===== config.mk =====
export PLATFORM = sky130hd
export DESIGN_NAME = sram_req_arbiter
export DESIGN_NICKNAME = d
export VERILOG_FILES = /design/src/rtl/sram_req_arbiter.sv
export SDC_FILE = /design/constraint.sdc
export NUM_CORES = 1
export LEC_CHECK = 0
export ABC_CLOCK_PERIOD_IN_PS = 2400
export BUFFER_PORTS_ARGS = -buffer_cell sky130_fd_sc_hd__buf_2
export CELL_PAD_IN_SITES_DETAIL_PLACEMENT = 1
export CELL_PAD_IN_SITES_GLOBAL_PLACEMENT = 2
export CORE_MARGIN = 2
export CORE_UTILIZATION = 23
export CTS_CLUSTER_SIZE = 25
export DETAILED_ROUTE_END_ITERATION = 8
export PLACE_DENSITY = 0.81
export REMOVE_ABC_BUFFERS = 1
export SLEW_MARGIN = 20
export SYNTH_ARGS = -nofsm -noshare
export SYNTH_HDL_FRONTEND = slang
export SYNTH_SLANG_ARGS = --single-unit

===== constraint.sdc =====
create_clock -name clk -period 2.4 [get_ports clk]
set_input_delay 0.24 -clock clk [delete_from_list [all_inputs] [get_ports clk]]
set_output_delay 0.24 -clock clk [all_outputs]
set_load 0.05 [all_outputs]

===== src/rtl/sram_req_arbiter.sv =====
// Shares one SRAM-like memory port between the instruction (read-only) and data (read/write)
// channels: one outstanding transaction, data priority with a bounded data streak.
module sram_req_arbiter #(
    parameter int ADDR_W      = 32,
    parameter int DATA_W      = 32,
    parameter int DATA_STREAK = 4
) (
    input  logic                clk,
    input  logic                reset,
    input  logic                inst_req,
    input  logic [ADDR_W-1:0]   inst_addr,
    output logic                inst_addr_ok,
    output logic                inst_data_ok,
    output logic [DATA_W-1:0]   inst_rdata,
    input  logic                data_req,
    input  logic                data_wr,
    input  logic [DATA_W/8-1:0] data_wstrb,
    input  logic [ADDR_W-1:0]   data_addr,
    input  logic [DATA_W-1:0]   data_wdata,
    output logic                data_addr_ok,
    output logic                data_data_ok,
    output logic [DATA_W-1:0]   data_rdata,
    output logic                mem_req,
    output logic                mem_wr,
    output logic [DATA_W/8-1:0] mem_wstrb,
    output logic [ADDR_W-1:0]   mem_addr,
    output logic [DATA_W-1:0]   mem_wdata,
    input  logic                mem_addr_ok,
    input  logic                mem_data_ok,
    input  logic [DATA_W-1:0]   mem_rdata,
    output logic                proto_err
);

    localparam int STRB_W   = DATA_W / 8;
    localparam int STREAK_W = $clog2(DATA_STREAK + 1);
    localparam logic [STREAK_W-1:0] STREAK_MAX = STREAK_W'(DATA_STREAK);

    typedef enum logic [1:0] {
        S_IDLE = 2'd0,
        S_REQ  = 2'd1,
        S_WAIT = 2'd2
    } state_t;

    state_t              state_q, state_d;
    logic [STREAK_W-1:0] streak_q, streak_d;
    logic                owner_q, owner_d;   // 1: data channel owns the transaction
    logic                wr_q, wr_d;
    logic [STRB_W-1:0]   wstrb_q, wstrb_d;
    logic [ADDR_W-1:0]   addr_q, addr_d;
    logic [DATA_W-1:0]   wdata_q, wdata_d;
    logic                proto_err_q, proto_err_d;
    logic                grant_inst, grant_data;

    always_ff @(posedge clk or posedge reset) begin
        if (reset) begin
            state_q     <= S_IDLE;
            streak_q    <= '0;
            owner_q     <= 1'b0;
            wr_q        <= 1'b0;
            wstrb_q     <= '0;
            addr_q      <= '0;
            wdata_q     <= '0;
            proto_err_q <= 1'b0;
        end else begin
            state_q     <= state_d;
            streak_q    <= streak_d;
            owner_q     <= owner_d;
            wr_q        <= wr_d;
            wstrb_q     <= wstrb_d;
            addr_q      <= addr_d;
            wdata_q     <= wdata_d;
            proto_err_q <= proto_err_d;
        end
    end

    always_comb begin
        state_d     = state_q;
        streak_d    = streak_q;
        owner_d     = owner_q;
        wr_d        = wr_q;
        wstrb_d     = wstrb_q;
        addr_d      = addr_q;
        wdata_d     = wdata_q;
        grant_inst  = 1'b0;
        grant_data  = 1'b0;
        proto_err_d = proto_err_q | (mem_data_ok && (state_q != S_WAIT));

        case (state_q)
            S_IDLE: begin
                // inst only overrides data once data has won DATA_STREAK times in a row
                if (data_req && !(inst_req && (streak_q == STREAK_MAX))) begin
                    grant_data = 1'b1;
                end else if (inst_req) begin
                    grant_inst = 1'b1;
                end

                if (grant_data) begin
                    state_d = S_REQ;
                    owner_d = 1'b1;
                    wr_d    = data_wr;
                    wstrb_d = data_wr ? data_wstrb : '0;
                    addr_d  = data_addr;
                    wdata_d = data_wdata;
                    if (inst_req) begin
                        if (streak_q != STREAK_MAX) streak_d = streak_q + 1'b1;
                    end else begin
                        streak_d = '0;
                    end
                end else if (grant_inst) begin
                    state_d  = S_REQ;
                    owner_d  = 1'b0;
                    wr_d     = 1'b0;
                    wstrb_d  = '0;
                    addr_d   = inst_addr;
                    wdata_d  = '0;
                    streak_d = '0;
                end
            end
            S_REQ: begin
                if (mem_addr_ok) state_d = S_WAIT;
            end
            S_WAIT: begin
                if (mem_data_ok) state_d = S_IDLE;
            end
            default: state_d = S_IDLE;
        endcase
    end

    assign inst_addr_ok = grant_inst;
    assign data_addr_ok = grant_data;
    assign inst_data_ok = (state_q == S_WAIT) && mem_data_ok && !owner_q;
    assign data_data_ok = (state_q == S_WAIT) && mem_data_ok && owner_q;
    assign inst_rdata   = mem_rdata;
    assign data_rdata   = mem_rdata;

    assign mem_req   = (state_q == S_REQ);
    assign mem_wr    = wr_q;
    assign mem_wstrb = wstrb_q;
    assign mem_addr  = addr_q;
    assign mem_wdata = wdata_q;
    assign proto_err = proto_err_q;

endmodule


======== After elaboration in Yosys (flattened, before gate mapping) ========
Index checks and enable logic that the tools add are counted.
operators by class
  add/sub/neg operators ................... 1
  bitwise gates (word level) .............. 1
  reductions and logical operators ........ 13
  eq/ne operators ......................... 9
  muxes and demuxes ....................... 26
operators with widths
  kind                                                    number
  two-way mux 32 bit                                      4
  two-way mux 3 bit                                       4
  two-way mux 4 bit                                       3
  two-way mux 1 bit                                       10
  two-way mux 2 bit                                       4
  logical AND 1 bit                                       6
  inequality test 3 bit (second input constant)           2
  one-hot mux 2 bit (3 select lines)                      1
  AND reduction 3 bit                                     2
  inequality test 2 bit (second input constant)           2
  adder 3 x 1 -> 3 bit (second input constant)            1
  == test 3 bit (second input constant)                   1
  inequality test 3 x 2 -> 1 bit (second input constant)  1
  == test 2 x 1 -> 1 bit (second input constant)          1
  == test 2 bit (second input constant)                   1
  logical NOT 1 bit                                       2
  logical NOT 2 bit                                       1
  inequality test 2 x 1 -> 1 bit (second input constant)  1
  AND reduction 2 bit                                     1
  nonzero test 2 bit                                      1
  bitwise OR 1 bit                                        1
storage, ports and cells
  flip-flop bits (word level) ............. 76
  output and inout bits ................... 139
  bits of input ports ..................... 139
  word-level logic and storage cells ...... 58

======== Longest topological paths before layout ========
Gate-level depths: netlist (run 1).
  depth in word-level cells ............... 9
  depth in mapped cells ................... 7
  mapped depth without buffers ............ 5

======== Worst setup path after synthesis (run 1) ========
OpenSTA, ideal clock, no wires.
  path kind ............................... register -> output
  from .................................... register streak_q[0]
  to ...................................... output port inst_addr_ok
  path buffers ............................ 2
  slack ................................... 240 ps
  stages on the path, launching flop included .. 8
  data required time ...................... 2,160 ps
  data arrival time ....................... 1,920 ps
  cells stage by stage .................... dfrtp_1 -> inv_1 -> ha_1 -> nand3_2 -> and2_1 -> clkbuf_1 -> buf_2 -> nor2_1
between the ends
  word-level cells in the longest chain between the ends .. 7
RTL lines
  item                             line  RTL
  start, declared                  45    logic [STREAK_W-1:0] streak_q, streak_d;
  start signal, assigned           66    streak_q <= streak_d;
  == test 3 bit                    91    if (data_req && !(inst_req && (streak_q == STREAK_MAX))) begin
  logical AND 1 bit                91
  logical NOT 1 bit                91
  logical AND 1 bit                91
  two-way mux 1 bit                91
  two-way mux 1 bit (2 in series)  88    case (state_q)
  end, declared                    12    output logic inst_addr_ok,
Every way passes these cells. The select of a mux whose other input is x is not followed.

======== Worst setup path after layout (run 1) ========
Ends and elaborated chain as after synthesis.

==> results of run 1 <==
## worst max-delay path by stage
stage           startpoint            to  slack [ps]  cells past startpoint
2_1_floorplan   state_q[0]  mem_wstrb[0]       -2150                      3
3_3_place_gp   streak_q[0]  mem_wstrb[0]         570                      6
4_1_cts        streak_q[0]  inst_addr_ok         140                      6
5_1_grt        streak_q[0]  inst_addr_ok          20                      6
6_report       streak_q[0]  inst_addr_ok         190                      6
3_5_place_dp   streak_q[0]  mem_wstrb[1]         450                      6
## logic make-up after synthesis
kind of cell	after synthesis	synth area share, %
buffers and inverters	135	20.0
flip-flops	76	46.8
adder cells (fa/ha/maj)	2	0.616
AO/OA/AOI/OAI	78	21.3
AND/OR/NAND/NOR	80	11.2
## layout make-up
class	count	area share [%]
Antenna cell	1	0.0501
Clock buffer	9	4.51
Clock inverter	7	1.98
Inverter	36	2.73
Multi-Input combinational cell	160	27.1
Sequential cell	76	38.1
Tap cell	225	5.64
Timing Repair Buffer	191	19.9
## synth_stat cells (all sizes together)
library cell | number | share of area (%)
nor2 | 3 | 0.28
a22o | 34 | 7.3
o21ai | 2 | 0.25
inv | 36 | 3.3
o221ai | 32 | 12
dfrtp | 76 | 47
a32o | 6 | 1.5
and4b | 1 | 0.25
clkbuf | 13 | 1.2
a21oi | 1 | 0.12
ha | 2 | 0.62
and2 | 2 | 0.37
a31o | 1 | 0.22
buf | 86 | 15
nand3 | 33 | 4.2
nand4 | 32 | 4.9
nand2b | 2 | 0.31
and3 | 1 | 0.15
nor3b | 1 | 0.18
nand2 | 3 | 0.28
nor2b | 1 | 0.15
or2 | 1 | 0.15
a21o | 2 | 0.37
## critical path, cell delays in order (launching register included)
cell     delay, ps
dfrtp_1        390
inv_1          110
ha_1           210
nand3_2        240
and2_2         300
nor2_1         120
buf_2          280
## routing by layer
layer,GRT usage [%],vias to the layer above
li1,-,1494
met1,19.8,1648
met2,22.5,232
met3,9.48,15
met4,5.15,4
met5,6.94,-
## where the power goes
group          internal (W)  switching [W]  total (W)  leakage [nW]
sequential          0.00186       0.000335    0.00220         0.950
combinational       0.00126        0.00334    0.00460          1.34
clock              0.000916       0.000565    0.00148         0.156
total               0.00404        0.00424    0.00828          2.45
## state kept, by name (all words and copies together), names as in the netlist
register and count:
mem_wdata 32, mem_wr 1, proto_err 1, mem_wstrb 4
streak_q 3, mem_addr 32, owner_q 1, state_q 2
## metrics by stage
step / util [%] / instance area (um2) / setup WS, ps / cells / hold slack, ps
6_report: 28.9 / 4990 / 190 / 705 / -12.1
5_1_grt: 28.9 / 4990 / 21.2 / 704 / 38.0
4_1_cts: 28.9 / 4990 / 140 / 704 / 3.38
3_3_place_gp: 27.0 / 4670 / 571 / 688 / 368
3_5_place_dp: 27.0 / 4670 / 453 / 688 / 377
2_1_floorplan: - / 3380 / -2150 / 272 / 348
==> impl_metrics.csv, run 1 <==
group,metric,value,unit
pwr,leakage,2.45,nW
detailed_routing,wirelength,15000,um
detailed_routing,post_drt_wl_per_cell,21.3,um
detailed_routing,drtIter0Drc,97,
yosys,yosysWarnings,0,
detailed_routing,wl_met2,6270,um
timing,hold_violations,20,
pwr,total_power,0.00828,W
timing,maxSlewViolCount,0,
setup_path,r2r-start,"streak_q[0]",
clock_network,numCtsBuffers,9,
detailed_routing,firstDrtPassIters,4,
timing,min_period,2210,ps
setup_path,cp-start-kind,"flip-flop",
pwr,max-vdd-ir-drop,0.543,mV
clock_network,hold_buffers,0,
global_routing,grt_start_max_net_pins,43,
timing,max_freq,0.452,GHz
global_routing,gr-usage-all-layers,16.0,%
timing,setup_tns,0,ps
detailed_routing,drcViolationCount,0,
detailed_routing,route.layer.met1.wl,6340,um
setup_path,cp.arrival,1970,ps
placement,hpwl,11100,um
setup_path,crit_required,2160,ps
clock_network,post_cts_resized,0,
detailed_routing,num_vias,3393,
setup_path,crit_path_max_fanout,11,
yosys,yosysSeqAreaShare,46.8,%
timing,finalClockSkew,9.16,ps
min_path,hp-class,"input port to async pin",
detailed_routing,via_per_inst,4.81,
floorplanning,die_area,0.0187,mm2
floorplanning,start_util,23.5,%
cells_and_area,regArea,0.00190,mm2
floorplanning,dieWidth,137,um
setup_path,r2r-end,"mem_wstrb[3]",
cells_and_area,final_common_cell,"buf_2",
cells_and_area,fill_cells,2012,
floorplanning,core,0.0173,mm2
setup_path,rrSetupSlack,470,ps
yosys,syn_inst,371,
cells_and_area,layout-drive-gt1-share,50.7,%
clock_network,post_cts_buffers,0,
yosys,syn_area,0.00406,mm2
clock_network,h-tree-depth,3,
clock_network,clock_sinks,76,
timing,worst_slew_margin_rel,52.3,%
global_routing,antenna_found_initial,2,
yosys,synthDistinctLibCells,29,
setup_path,path_class,"flip-flop to output port",
floorplanning,io_pins,278,
timing,holdWs,-12.1,ps
cells_and_area,area.growth.synth_to_final,23.0,%
detailed_routing,dr.max_layer_used,"met5",
timing,fin_crit_sh,92.1,%
outcome,violations,"hold timing",
placement,io_buffers,181,
clock_network,worstSkewPairLatency,340,ps
clock_network,cts-root-buf,"clkbuf_16",
placement,globalplace.congestion,0.754,
cells_and_area,multi_input_comb_area,0.00136,mm2
timing,tightest_slew,716,ps
timing,setup_viol_count_final,0,
floorplanning,num_rows,48,
pwr,p_per_area,1660,mW/mm2
detailed_routing,detail-route-antenna-nets,0,
global_routing,grt_pass1_wl,22100,um
outcome,outcome,"finished, violations left",
flow_run,cap_viol_max_count,0,
timing,rsz0062_at_grt,"no",
floorplanning,die_y,137,um
clock_network,cts_tree,"done",
setup_path,r2r_cells,6,
clock_network,clk_pin_slew,70,ps
cells_and_area,fin_nets,615,
detailed_routing,routed-wl-met3,2110,um
yosys,syn_area_per_cell,10.9,um2
setup_path,cp-end-kind,"output port",
cells_and_area,final_cell_mix,"181 x buf_2, 76 x dfrtp_1, 35 x inv_1, 34 x a22o_1",
yosys,synth_seq_cells,76,
global_routing,grt_pass1_vias,3651,
global_routing,grt.overflow.total,0,
clock_network,clock_path_buffers,2,
No activity file was read; power rests on OpenSTA's default activity.
==> run 2: changes to the inputs <==
--- a/config.mk
+++ b/config.mk
@@ -15,6 +15,7 @@
 export DETAILED_ROUTE_END_ITERATION = 8
 export PLACE_DENSITY = 0.81
 export REMOVE_ABC_BUFFERS = 1
+export SETUP_SLACK_MARGIN = 0.4
 export SLEW_MARGIN = 20
 export SYNTH_ARGS = -nofsm -noshare
 export SYNTH_HDL_FRONTEND = slang
==> run 2 against run 1 <==
Wire length hardly changed; the flow still finishes with violations (hold timing); sequential share of layout area is 0.27 points lower; cell count is 0.14% higher; final area is 0.73% higher; highest routed layer unchanged; first-iteration DRC count is 3.1% lower; largest power group unchanged; critical path type unchanged.
==> impl_metrics.csv, run 2 (synthesis results as in run 1) <==
group,metric,value,unit
floorplanning,io_pins,278,
pwr,p_int,0.00406,W
setup_path,path_class,"flip-flop to output port",
setup_path,r2r-start,"state_q[0]",
global_routing,grt_pass1_wl,22100,um
timing,max_freq,0.525,GHz
pwr,seq_power_share,26.4,%
detailed_routing,drcViolationCount,0,
placement,globalplace.congestion,0.754,
setup_path,r2r-end,"mem_addr[29]",
timing,setup_viol_count_final,0,
timing,fin_crit_sh,79.4,%
pwr,p_per_area,1660,mW/mm2
pwr,switching_share,51.2,%
setup_path,cp-end-kind,"output port",
flow_run,cap_viol_max_count,0,
timing,rsz0062_at_grt,"no",
outcome,outcome,"finished, violations left",
pwr,p_switching,0.00427,W
global_routing,antenna_found_initial,2,
timing,finalClockSkew,8.94,ps
floorplanning,num_rows,48,
detailed_routing,detail-route-antenna-nets,0,
clock_network,clock_sinks,76,
global_routing,gr-usage-all-layers,16.0,%
detailed_routing,wirelength,15000,um
pwr,p_comb_share,55.8,%
detailed_routing,via_per_inst,4.81,
min_path,hp-class,"input port to async pin",
cells_and_area,layout-drive-gt1-share,51.2,%
floorplanning,die_y,137,um
clock_network,hold_buffers,0,
clock_network,h-tree-depth,3,
timing,hold_violations,20,
cells_and_area,area.growth.synth_to_final,23.9,%
placement,io_buffers,181,
pwr,max-vdd-ir-drop,0.545,mV
setup_path,r2r_cells,3,
setup_path,rrSetupSlack,680,ps
cells_and_area,final_cell_mix,"180 x buf_2, 76 x dfrtp_1, 35 x inv_1, 34 x a22o_1",
clock_network,worstSkewPairLatency,340,ps
placement,hpwl,11100,um
setup_path,cp-endpoint,"inst_addr_ok",
timing,tightest_slew,719,ps
clock_network,cts_tree,"done",
clock_network,clock_path_buffers,2,
floorplanning,core,0.0173,mm2
detailed_routing,post_drt_wl_per_cell,21.3,um
timing,maxSlewViolCount,0,
placement,placed_cells,688,
detailed_routing,drtIter0Drc,94,
cells_and_area,fin_nets,616,
cells_and_area,post-route-cell-area,0.00503,mm2
clock_network,cts-root-buf,"clkbuf_16",
outcome,violations,"hold timing",
cells_and_area,final_common_cell,"buf_2",
detailed_routing,num_vias,3397,
timing,holdWs,-11.9,ps
setup_path,startpoint,"streak_q[0]",
placement,placed_area,0.00467,mm2
pwr,leakage,2.45,nW
floorplanning,start_util,23.5,%
timing,fin_ws,495,ps
placement,place_ws,453,ps
clock_network,clk_pin_slew,70,ps
timing,worst_slew_margin_rel,52.1,%
setup_path,crit_path_max_fanout,3,
floorplanning,dieWidth,137,um
clock_network,numCtsBuffers,9,
setup_path,cp.arrival,1660,ps
floorplanning,die_area,0.0187,mm2
cells_and_area,post_layout_nonfiller_instances,706,
global_routing,grt_start_max_net_pins,43,
setup_path,cp-start-kind,"flip-flop",
detailed_routing,firstDrtPassIters,4,
pwr,pwr-share-clk,17.8,%
timing,min_period,1900,ps
setup_path,crit_required,2160,ps
global_routing,grt_pass1_vias,3658,
global_routing,grt.overflow.total,0,
run 2: cell count changes in the layout (fill, tap and decap cells not counted):
cell,change
buf_6,+1
nand3_4,+1
buf_4,+1
ha_4,+1
ha_1,-1
nand3_2,-1
buf_2,-1
nor2_1,-1
nor2_2,+1
run 2: area by class of cell:
class / instances / area [um2]
Multi-Input combinational cell: 160 / 1380
Timing Repair Buffer: 192 / 1010
Inverter: 36 / 136
Fill cell: 2006 / 12300
Clock inverter: 7 / 98.8
Clock buffer: 9 / 225
Antenna cell: 1 / 2.50
Tap cell: 225 / 282
Sequential cell: 76 / 1900
run 2: power groups by stage:
stage	sequential (W)	combinational [W]	clock, W
2_1_floorplan	0.00402	0.00160	0
3_3_place_gp	0.00222	0.00453	0
3_5_place_dp	0.00223	0.00466	0
4_1_cts	0.00221	0.00468	0.00154
5_1_grt	0.00228	0.00496	0.00160
6_report	0.00220	0.00464	0.00149
run 2: layer usage:
metal  GRT usage, %  part of all wire, %  vias up
met5           6.94                 0.73        -
met4           5.15                  1.3        4
met3           9.48                   14       16
met2           22.5                   42      222
met1           19.8                   43     1654
li1               -                    -     1501
run 2: timing repair:
action | CTS | global route
setup buffers | 1 | 0
endpoints found under the setup margin | 2 | 1
resized for setup | 4 | 2
run 2: critical path, cell delays in order (launching register included):
cell     delay, ps
dfrtp_1        390
inv_1          140
ha_4           170
nand3_4         80
and2_2         220
nor2_2         150
buf_6          170
run 2: worst min-delay path by stage:
stage,to,slack [ps],start
floorplan,state_q[0],350,mem_addr_ok
global placement,mem_wdata[24],370,reset
detailed placement,mem_wdata[25],380,reset
CTS,mem_wstrb[0],3,reset
global route,mem_wdata[2],40,reset
finish,mem_wstrb[1],-10,reset
run 2: through the flow:
| step | hold WS [ps] | setup TNS (ps) | power [W] | utilization, % |
|---|---|---|---|---|
| floorplan | 348 | -129090 | 0.00562 | - |
| global placement | 368 | 0 | 0.00675 | 27.0 |
| detailed placement | 377 | 0 | 0.00688 | 27.0 |
| CTS | 3.38 | 0 | 0.00843 | 29.0 |
| global route | 38.0 | 0 | 0.00884 | 29.1 |
| finish | -11.9 | 0 | 0.00833 | 29.1 |
